--- config.mk ---
export PLATFORM = sky130hd
export DESIGN_NAME = acq_peak_search_flat
export DESIGN_NICKNAME = d
export VERILOG_FILES = /design/src/rtl/acq_peak_search_if.sv /design/src/rtl/acq_peak_search.sv /design/src/flat_wrapper.sv
export SDC_FILE = /design/constraint.sdc
export NUM_CORES = 1
export LEC_CHECK = 0
export BUFFER_PORTS_ARGS = -buffer_cell sky130_fd_sc_hd__buf_4
export CORE_ASPECT_RATIO = 1.25
export CORE_MARGIN = 5
export CORE_UTILIZATION = 55
export CTS_CLUSTER_DIAMETER = 40
export DETAILED_ROUTE_END_ITERATION = 8
export HOLD_SLACK_MARGIN = 0.03
export MAX_ROUTING_LAYER = met4
export PLACE_DENSITY = 0.88
export SKIP_LAST_GASP = 1
export SLEW_MARGIN = 20
export SYNTH_ARGS = -nofsm -noshare
export SYNTH_HDL_FRONTEND = slang
export SYNTH_SLANG_ARGS = --single-unit
--- constraint.sdc ---
create_clock -name clk -period 16.7 [get_ports clk]
set_clock_uncertainty 0.2 [all_clocks]
set_input_delay 2.505 -clock clk [delete_from_list [all_inputs] [get_ports clk]]
set_output_delay 2.505 -clock clk [all_outputs]
set_load 0.02 [all_outputs]
--- src/rtl/acq_peak_search_if.sv ---
// Bundles the control inputs, the correlator i2q2 stream and the sweep results
// of acq_peak_search. The master is the sweep controller, the slave is the peak search.
interface acq_peak_search_if #(
  parameter int I2Q2_WIDTH  = 38,
  parameter int SHIFT_WIDTH = 15,
  parameter int SUM_WIDTH   = 53
);
  logic                   start;
  logic [SHIFT_WIDTH-1:0] num_shifts;
  logic [I2Q2_WIDTH-1:0]  threshold;
  logic [I2Q2_WIDTH-1:0]  i2q2;
  logic                   i2q2_valid;
  logic [SHIFT_WIDTH-1:0] code_shift;
  logic                   busy;
  logic                   done;
  logic                   detected;
  logic [I2Q2_WIDTH-1:0]  peak_value;
  logic [SHIFT_WIDTH-1:0] peak_shift;
  logic [I2Q2_WIDTH-1:0]  second_value;
  logic [SUM_WIDTH-1:0]   energy_sum;
  logic [SHIFT_WIDTH-1:0] result_count;

  modport master (
    output start, num_shifts, threshold, i2q2, i2q2_valid, code_shift,
    input  busy, done, detected, peak_value, peak_shift, second_value,
           energy_sum, result_count
  );

  modport slave (
    input  start, num_shifts, threshold, i2q2, i2q2_valid, code_shift,
    output busy, done, detected, peak_value, peak_shift, second_value,
           energy_sum, result_count
  );
endinterface

--- src/rtl/acq_peak_search.sv ---
// Acquisition peak search: tracks the peak, the runner-up and the total energy over one
// sweep of correlator results, then issues a threshold-plus-margin detect decision.
module acq_peak_search #(
  parameter int I2Q2_WIDTH   = 38,
  parameter int SHIFT_WIDTH  = 15,
  parameter int MARGIN_SHIFT = 2,
  parameter int SUM_WIDTH    = 53
) (
  input  logic             clk,
  input  logic             reset,
  acq_peak_search_if.slave bus
);

  typedef enum logic [1:0] {IDLE, SEARCH, FINISH} state_e;

  state_e                 state_q, state_d;
  logic [SHIFT_WIDTH-1:0] num_q, num_d;
  logic [I2Q2_WIDTH-1:0]  thr_q, thr_d;
  logic                   busy_q, busy_d;
  logic                   done_q, done_d;
  logic                   detected_q, detected_d;
  logic [I2Q2_WIDTH-1:0]  peak_q, peak_d;
  logic [SHIFT_WIDTH-1:0] peak_shift_q, peak_shift_d;
  logic [I2Q2_WIDTH-1:0]  second_q, second_d;
  logic [SUM_WIDTH-1:0]   sum_q, sum_d;
  logic [SHIFT_WIDTH-1:0] count_q, count_d;

  logic                   finish;
  logic [SUM_WIDTH:0]     sum_ext;
  logic [I2Q2_WIDTH:0]    margin;

  always_comb begin
    // NOTE: every variable gets a default before the case, so no path leaves one unassigned and no latch is inferred.
    state_d      = state_q;
    num_d        = num_q;
    thr_d        = thr_q;
    busy_d       = busy_q;
    done_d       = 1'b0;
    detected_d   = detected_q;
    peak_d       = peak_q;
    peak_shift_d = peak_shift_q;
    second_d     = second_q;
    sum_d        = sum_q;
    count_d      = count_q;
    finish       = 1'b0;
    sum_ext      = '0;
    margin       = '0;

    case (state_q)
      IDLE: begin
        if (bus.start) begin
          num_d        = bus.num_shifts;
          thr_d        = bus.threshold;
          peak_d       = '0;
          peak_shift_d = '0;
          second_d     = '0;
          sum_d        = '0;
          count_d      = '0;
          detected_d   = 1'b0;
          busy_d       = 1'b1;
          state_d      = SEARCH;
        end
      end

      SEARCH: begin
        if (num_q == '0) begin
          finish = 1'b1;
        end else if (bus.i2q2_valid) begin
          count_d = count_q + 1'b1;
          sum_ext = {1'b0, sum_q} + {{(SUM_WIDTH + 1 - I2Q2_WIDTH){1'b0}}, bus.i2q2};
          sum_d   = sum_ext[SUM_WIDTH] ? '1 : sum_ext[SUM_WIDTH-1:0];
          // Strict compares: an equal value never displaces the peak, but may fill second.
          if (bus.i2q2 > peak_q) begin
            second_d     = peak_q;
            peak_d       = bus.i2q2;
            peak_shift_d = bus.code_shift;
          end else if (bus.i2q2 > second_q) begin
            second_d = bus.i2q2;
          end
          if (count_d == num_q) finish = 1'b1;
        end
      end

      FINISH: begin
        state_d = IDLE;
      end

      default: state_d = IDLE;
    endcase

    // The decision is taken from the post-update values so it is valid alongside done.
    if (finish) begin
      state_d    = FINISH;
      done_d     = 1'b1;
      busy_d     = 1'b0;
      margin     = {1'b0, second_d} + {1'b0, (second_d >> MARGIN_SHIFT)};
      detected_d = (peak_d >= thr_q) && ({1'b0, peak_d} > margin);
    end
  end

  always_ff @(posedge clk) begin
    // NOTE: non-blocking assignments here so every flop samples the pre-edge values of the others.
    if (reset) begin
      state_q      <= IDLE;
      num_q        <= '0;
      thr_q        <= '0;
      busy_q       <= 1'b0;
      done_q       <= 1'b0;
      detected_q   <= 1'b0;
      peak_q       <= '0;
      peak_shift_q <= '0;
      second_q     <= '0;
      sum_q        <= '0;
      count_q      <= '0;
    end else begin
      state_q      <= state_d;
      num_q        <= num_d;
      thr_q        <= thr_d;
      busy_q       <= busy_d;
      done_q       <= done_d;
      detected_q   <= detected_d;
      peak_q       <= peak_d;
      peak_shift_q <= peak_shift_d;
      second_q     <= second_d;
      sum_q        <= sum_d;
      count_q      <= count_d;
    end
  end

  assign bus.busy         = busy_q;
  assign bus.done         = done_q;
  assign bus.detected     = detected_q;
  assign bus.peak_value   = peak_q;
  assign bus.peak_shift   = peak_shift_q;
  assign bus.second_value = second_q;
  assign bus.energy_sum   = sum_q;
  assign bus.result_count = count_q;

endmodule

--- src/flat_wrapper.sv ---
// flat-port wrapper written by rule: the top's interface ports become plain ports
module acq_peak_search_flat 
#(
  parameter int I2Q2_WIDTH   = 38,
  parameter int SHIFT_WIDTH  = 15,
  parameter int MARGIN_SHIFT = 2,
  parameter int SUM_WIDTH    = 53
)
  (clk, reset, bus_start, bus_num_shifts, bus_threshold, bus_i2q2, bus_i2q2_valid, bus_code_shift, bus_busy, bus_done, bus_detected, bus_peak_value, bus_peak_shift, bus_second_value, bus_energy_sum, bus_result_count);
  acq_peak_search_if #(.I2Q2_WIDTH(I2Q2_WIDTH), .SHIFT_WIDTH(SHIFT_WIDTH), .SUM_WIDTH(SUM_WIDTH)) bus_i ();
  input  logic clk;
  input  logic reset;
  input wire logic [$bits(bus_i.start)-1:0] bus_start;
  input wire logic [$bits(bus_i.num_shifts)-1:0] bus_num_shifts;
  input wire logic [$bits(bus_i.threshold)-1:0] bus_threshold;
  input wire logic [$bits(bus_i.i2q2)-1:0] bus_i2q2;
  input wire logic [$bits(bus_i.i2q2_valid)-1:0] bus_i2q2_valid;
  input wire logic [$bits(bus_i.code_shift)-1:0] bus_code_shift;
  output wire logic [$bits(bus_i.busy)-1:0] bus_busy;
  output wire logic [$bits(bus_i.done)-1:0] bus_done;
  output wire logic [$bits(bus_i.detected)-1:0] bus_detected;
  output wire logic [$bits(bus_i.peak_value)-1:0] bus_peak_value;
  output wire logic [$bits(bus_i.peak_shift)-1:0] bus_peak_shift;
  output wire logic [$bits(bus_i.second_value)-1:0] bus_second_value;
  output wire logic [$bits(bus_i.energy_sum)-1:0] bus_energy_sum;
  output wire logic [$bits(bus_i.result_count)-1:0] bus_result_count;
  assign bus_i.start = bus_start;
  assign bus_i.num_shifts = bus_num_shifts;
  assign bus_i.threshold = bus_threshold;
  assign bus_i.i2q2 = bus_i2q2;
  assign bus_i.i2q2_valid = bus_i2q2_valid;
  assign bus_i.code_shift = bus_code_shift;
  assign bus_busy = bus_i.busy;
  assign bus_done = bus_i.done;
  assign bus_detected = bus_i.detected;
  assign bus_peak_value = bus_i.peak_value;
  assign bus_peak_shift = bus_i.peak_shift;
  assign bus_second_value = bus_i.second_value;
  assign bus_energy_sum = bus_i.energy_sum;
  assign bus_result_count = bus_i.result_count;
  acq_peak_search #(.I2Q2_WIDTH(I2Q2_WIDTH), .SHIFT_WIDTH(SHIFT_WIDTH), .MARGIN_SHIFT(MARGIN_SHIFT), .SUM_WIDTH(SUM_WIDTH)) u_core (.clk(clk), .reset(reset), .bus(bus_i));
endmodule
==> flow_summary.yaml <==
yosys:
  synthFlopType: "dfxtp_1"
  synth_edf_count: 0
  synth_area_mm2: 0.0166
  yosys.area_share.adder_pct: 17.2
  syn_nets: 2519
  synth_mux_area_share_pct: 0.120
  synth_top_family_by_area: "compound AO/OA/AOI/OAI gates"
  synth_cell_types: 70
  synth_compound_area_share_pct: 25.9
  yosys.area_share.simple_pct: 20.6
  synth-seq-area-share_pct: 26.1
  yosys-top-cells-area: "dfxtp_1, ha_1, a21oi_1"
  synth_top_area_cell: "dfxtp_1"
  yosysWarnings: 0
  synth_xor_xnor_area_share_pct: 4.69
  ys_ff_latch: 217
  synth_area_per_cell_um2: 7.62
  async_flop_share_pct: 0
  synth_top_area_share_pct: 26.1
  syn_inst: 2182
pwr:
  combPwrFrac_pct: 28.5
  p_total_mw: 1.73
  p_switching_mw: 0.591
  vdd_ir_drop_max_mv: 0.0864
  swShare_pct: 34.1
  clkPwrFrac_pct: 38.6
  p_leak_nw: 9.31
  internal_power_mw: 1.14
  seqPwrFrac_pct: 32.9
  power.density_mw_per_mm2: 86.3
floorplan:
  core-area_mm2: 0.0299
  io_pins: 272
  rows: 71
  start_util_pct: 55.5
  die_area_mm2: 0.0338
  die_w_um: 166
  die_h_um: 204
run:
  max_cap_violations: 0
sta:
  drv_slew: 0
  tightest_slew_ns: 0.952
  finalSetupTns_ns: 0
  period_minus_slack_ns: 10.40
  setup_viol: 0
  rsz0062_at_grt: "no"
  hold_violations: 0
  max_freq_ghz: 0.0962
  slew_headroom_pct: 36.2
  period_share_pct: 62.3
place:
  globalplace.congestion: 1.02
  io_buffers: 271
  dpl.hpwl_um: 43400
final_layout:
  syn2layout_area_growth_pct: 20.6
  nFillCells: 2568
  nets: 2749
  drive_gt1_share_pct: 14.9
clock_network:
  ctsResizeCount: 0
  clkTransAtPathRegs_ns: 0.06
  clockBufferDepth: 3
  post-cts-setup-buffer-count: 0
  hold_buffers: 0
  worstSkewPairLatency_ns: 0.58
  clockRootBuffer: "clkbuf_16"
  cts_buffers: 30
  cts.sinks: 217
  h-tree-depth: 1
  cts_tree: "done"
global_route:
  gr-total-overflow: 0
  grt_pass1_vias: 16600
  grt_start_max_net_pins: 72
  grt_pass1_wl_um: 85900
  grt_usage_pct: 32.2
  grt_antenna_before_repair: 1
worst_setup_path:
  critPathKind: "in2reg"
  path_max_fanout: 43
  end_kind: "register"
  crit_path_max_incr_delay_ns: 0.65
  worstPathRequired_ns: 16.96
  start_kind: "input pin"
  crit_arrival_ns: 10.66
  cp_slowest_cell: "a211oi_1"
  path_common_cell: "a21o_1"
routing:
  vias_per_cell: 6.07
  detail-route-antenna-nets: 0
  wl_per_cell_um: 19.4
  drc: 0
  wirelength_um: 55100
  dr.first_iter.drc_count: 1688
  vias: 17200
  drtPass1Iterations: 7
status:
  status: "completed"
hold_path:
  hp-class: "reg2reg"
==> path summary, 6_finish.rpt <==
kind / startpoint / to / slack [ns] / cells past startpoint
worst max-delay path: bus_i2q2[19] / u_core.bus.detected / 6.30 / 38
worst min-delay path: u_core.thr_q[16] / u_core.thr_q[16] / 0.25 / 2
worst max register to register: u_core.bus.peak_value[33] / u_core.bus.detected / 7.90 / 38
worst min register to register: u_core.thr_q[16] / u_core.thr_q[16] / 0.25 / 2
==> Yosys cell counts (5+ instances only) <==
library cell and number:
nand2_1 272, a21oi_1 246, ha_1 225, dfxtp_1 217
nor2_1 168, inv_1 149, o21ai_0 100, a21o_1 89
clkbuf_1 84, xnor2_1 67, nor3_1 64, and2_1 45
a22o_1 39, o22ai_1 39, nand4_1 38, nand3_1 29
and3_1 27, nor2b_1 24, o21a_1 23, xor2_1 22
a211oi_1 19, a22oi_1 18, a311oi_1 14, nand2b_1 14
a31oi_1 13, and4_1 13, o21bai_1 10, nor4_1 9
o211ai_1 8, o31ai_1 7, a2111oi_0 6, o21ai_1 6
or2_2 6, a41oi_1 5, buf_1 5
==> cell families after synthesis <==
| group | after synthesis |
|---|---|
| AOI/OAI and AO/OA | 679 |
| xor gates and xnor gates | 89 |
| adders and majority gates | 227 |
| buffers and inverters | 239 |
| DFF | 217 |
| muxes | 2 |
| and+or+nand+nor | 729 |
==> worst max-delay path: cells and delay by family <==
family	cells	cell delay (ns)
xor+xnor	1	0.23
compound gates	26	5.38
fa+ha+maj	4	1.22
simple gates	4	0.46
buf+inv	3	0.85
==> placed cells by master (no fill, tap or decap), drive strengths merged, types with 5 or more instances in the layout <==
master and n:
a2111oi 8, a211oi 20, a21boi 5, a21o 89
a21oi 246, a22o 39, a22oi 18, a311oi 15
a31oi 13, a41oi 5, and2 45, and3 27
and4 13, buf 288, clkbuf 37, clkinv 7
dfxtp 217, ha 225, inv 156, nand2 272
nand2b 14, nand3 29, nand4 39, nor2 168
nor2b 24, nor3 65, nor4 10, o211ai 8
o21a 23, o21ai 106, o21bai 10, o22ai 39
o31ai 7, or2 6, xnor2 67, xor2 22
==> per-layer routing <==
layer  routed length [um]  vias up  global-route usage, %  share of wire [%]
met1                22900     7936                   41.7                 41
met3                 4290      164                   2.99                7.8
met5                    0        -                      -                  0
li1                     -     8310                      -                  -
met4                 2860        0                   14.3                5.2
met2                25100      820                   51.2                 46
==> through the flow <==
stage	util [%]	worst slack, ns	std cells	hold WS [ns]	area [um^2]
after floorplan	-	6.92	2182	0.236	16600
after global placement	63.5	6.14	2781	0.243	19000
after detailed placement	63.5	5.81	2781	0.248	19000
after CTS	67.0	6.40	2837	0.257	20100
after global routing	67.0	5.79	2838	0.273	20100
final	67.0	6.30	2838	0.254	20100
==> power groups by stage <==
stage               combinational, mW  clock, mW  sequential, mW
finish                          0.494      0.669           0.569
floorplan                       0.316          0           0.588
global placement                0.470          0           0.578
global route                    0.542      0.698           0.571
detailed placement              0.485          0           0.579
CTS                             0.488      0.676           0.568
==> cell type report <==
class,count,area [um^2],share of cell area [%]
Multi-Input combinational cell,1726,11400,57.0
Sequential cell,217,4340,21.7
Timing Repair Buffer,288,2160,10.8
Clock buffer,37,787,3.92
Inverter,149,559,2.79
Tap cell,401,502,2.50
Clock inverter,19,263,1.31
Antenna cell,1,2.50,0.0125
==> sequential cells by signal, summed over array words and instances (netlist names), 2 cells and up <==
name and flops:
u_core.bus.energy_sum 53, u_core.bus.peak_value 38, u_core.num_q 15, u_core.bus.second_value 38
u_core.state_q 2, u_core.bus.result_count 15, u_core.thr_q 38, u_core.bus.peak_shift 15
(Power assumes the default switching activity.)
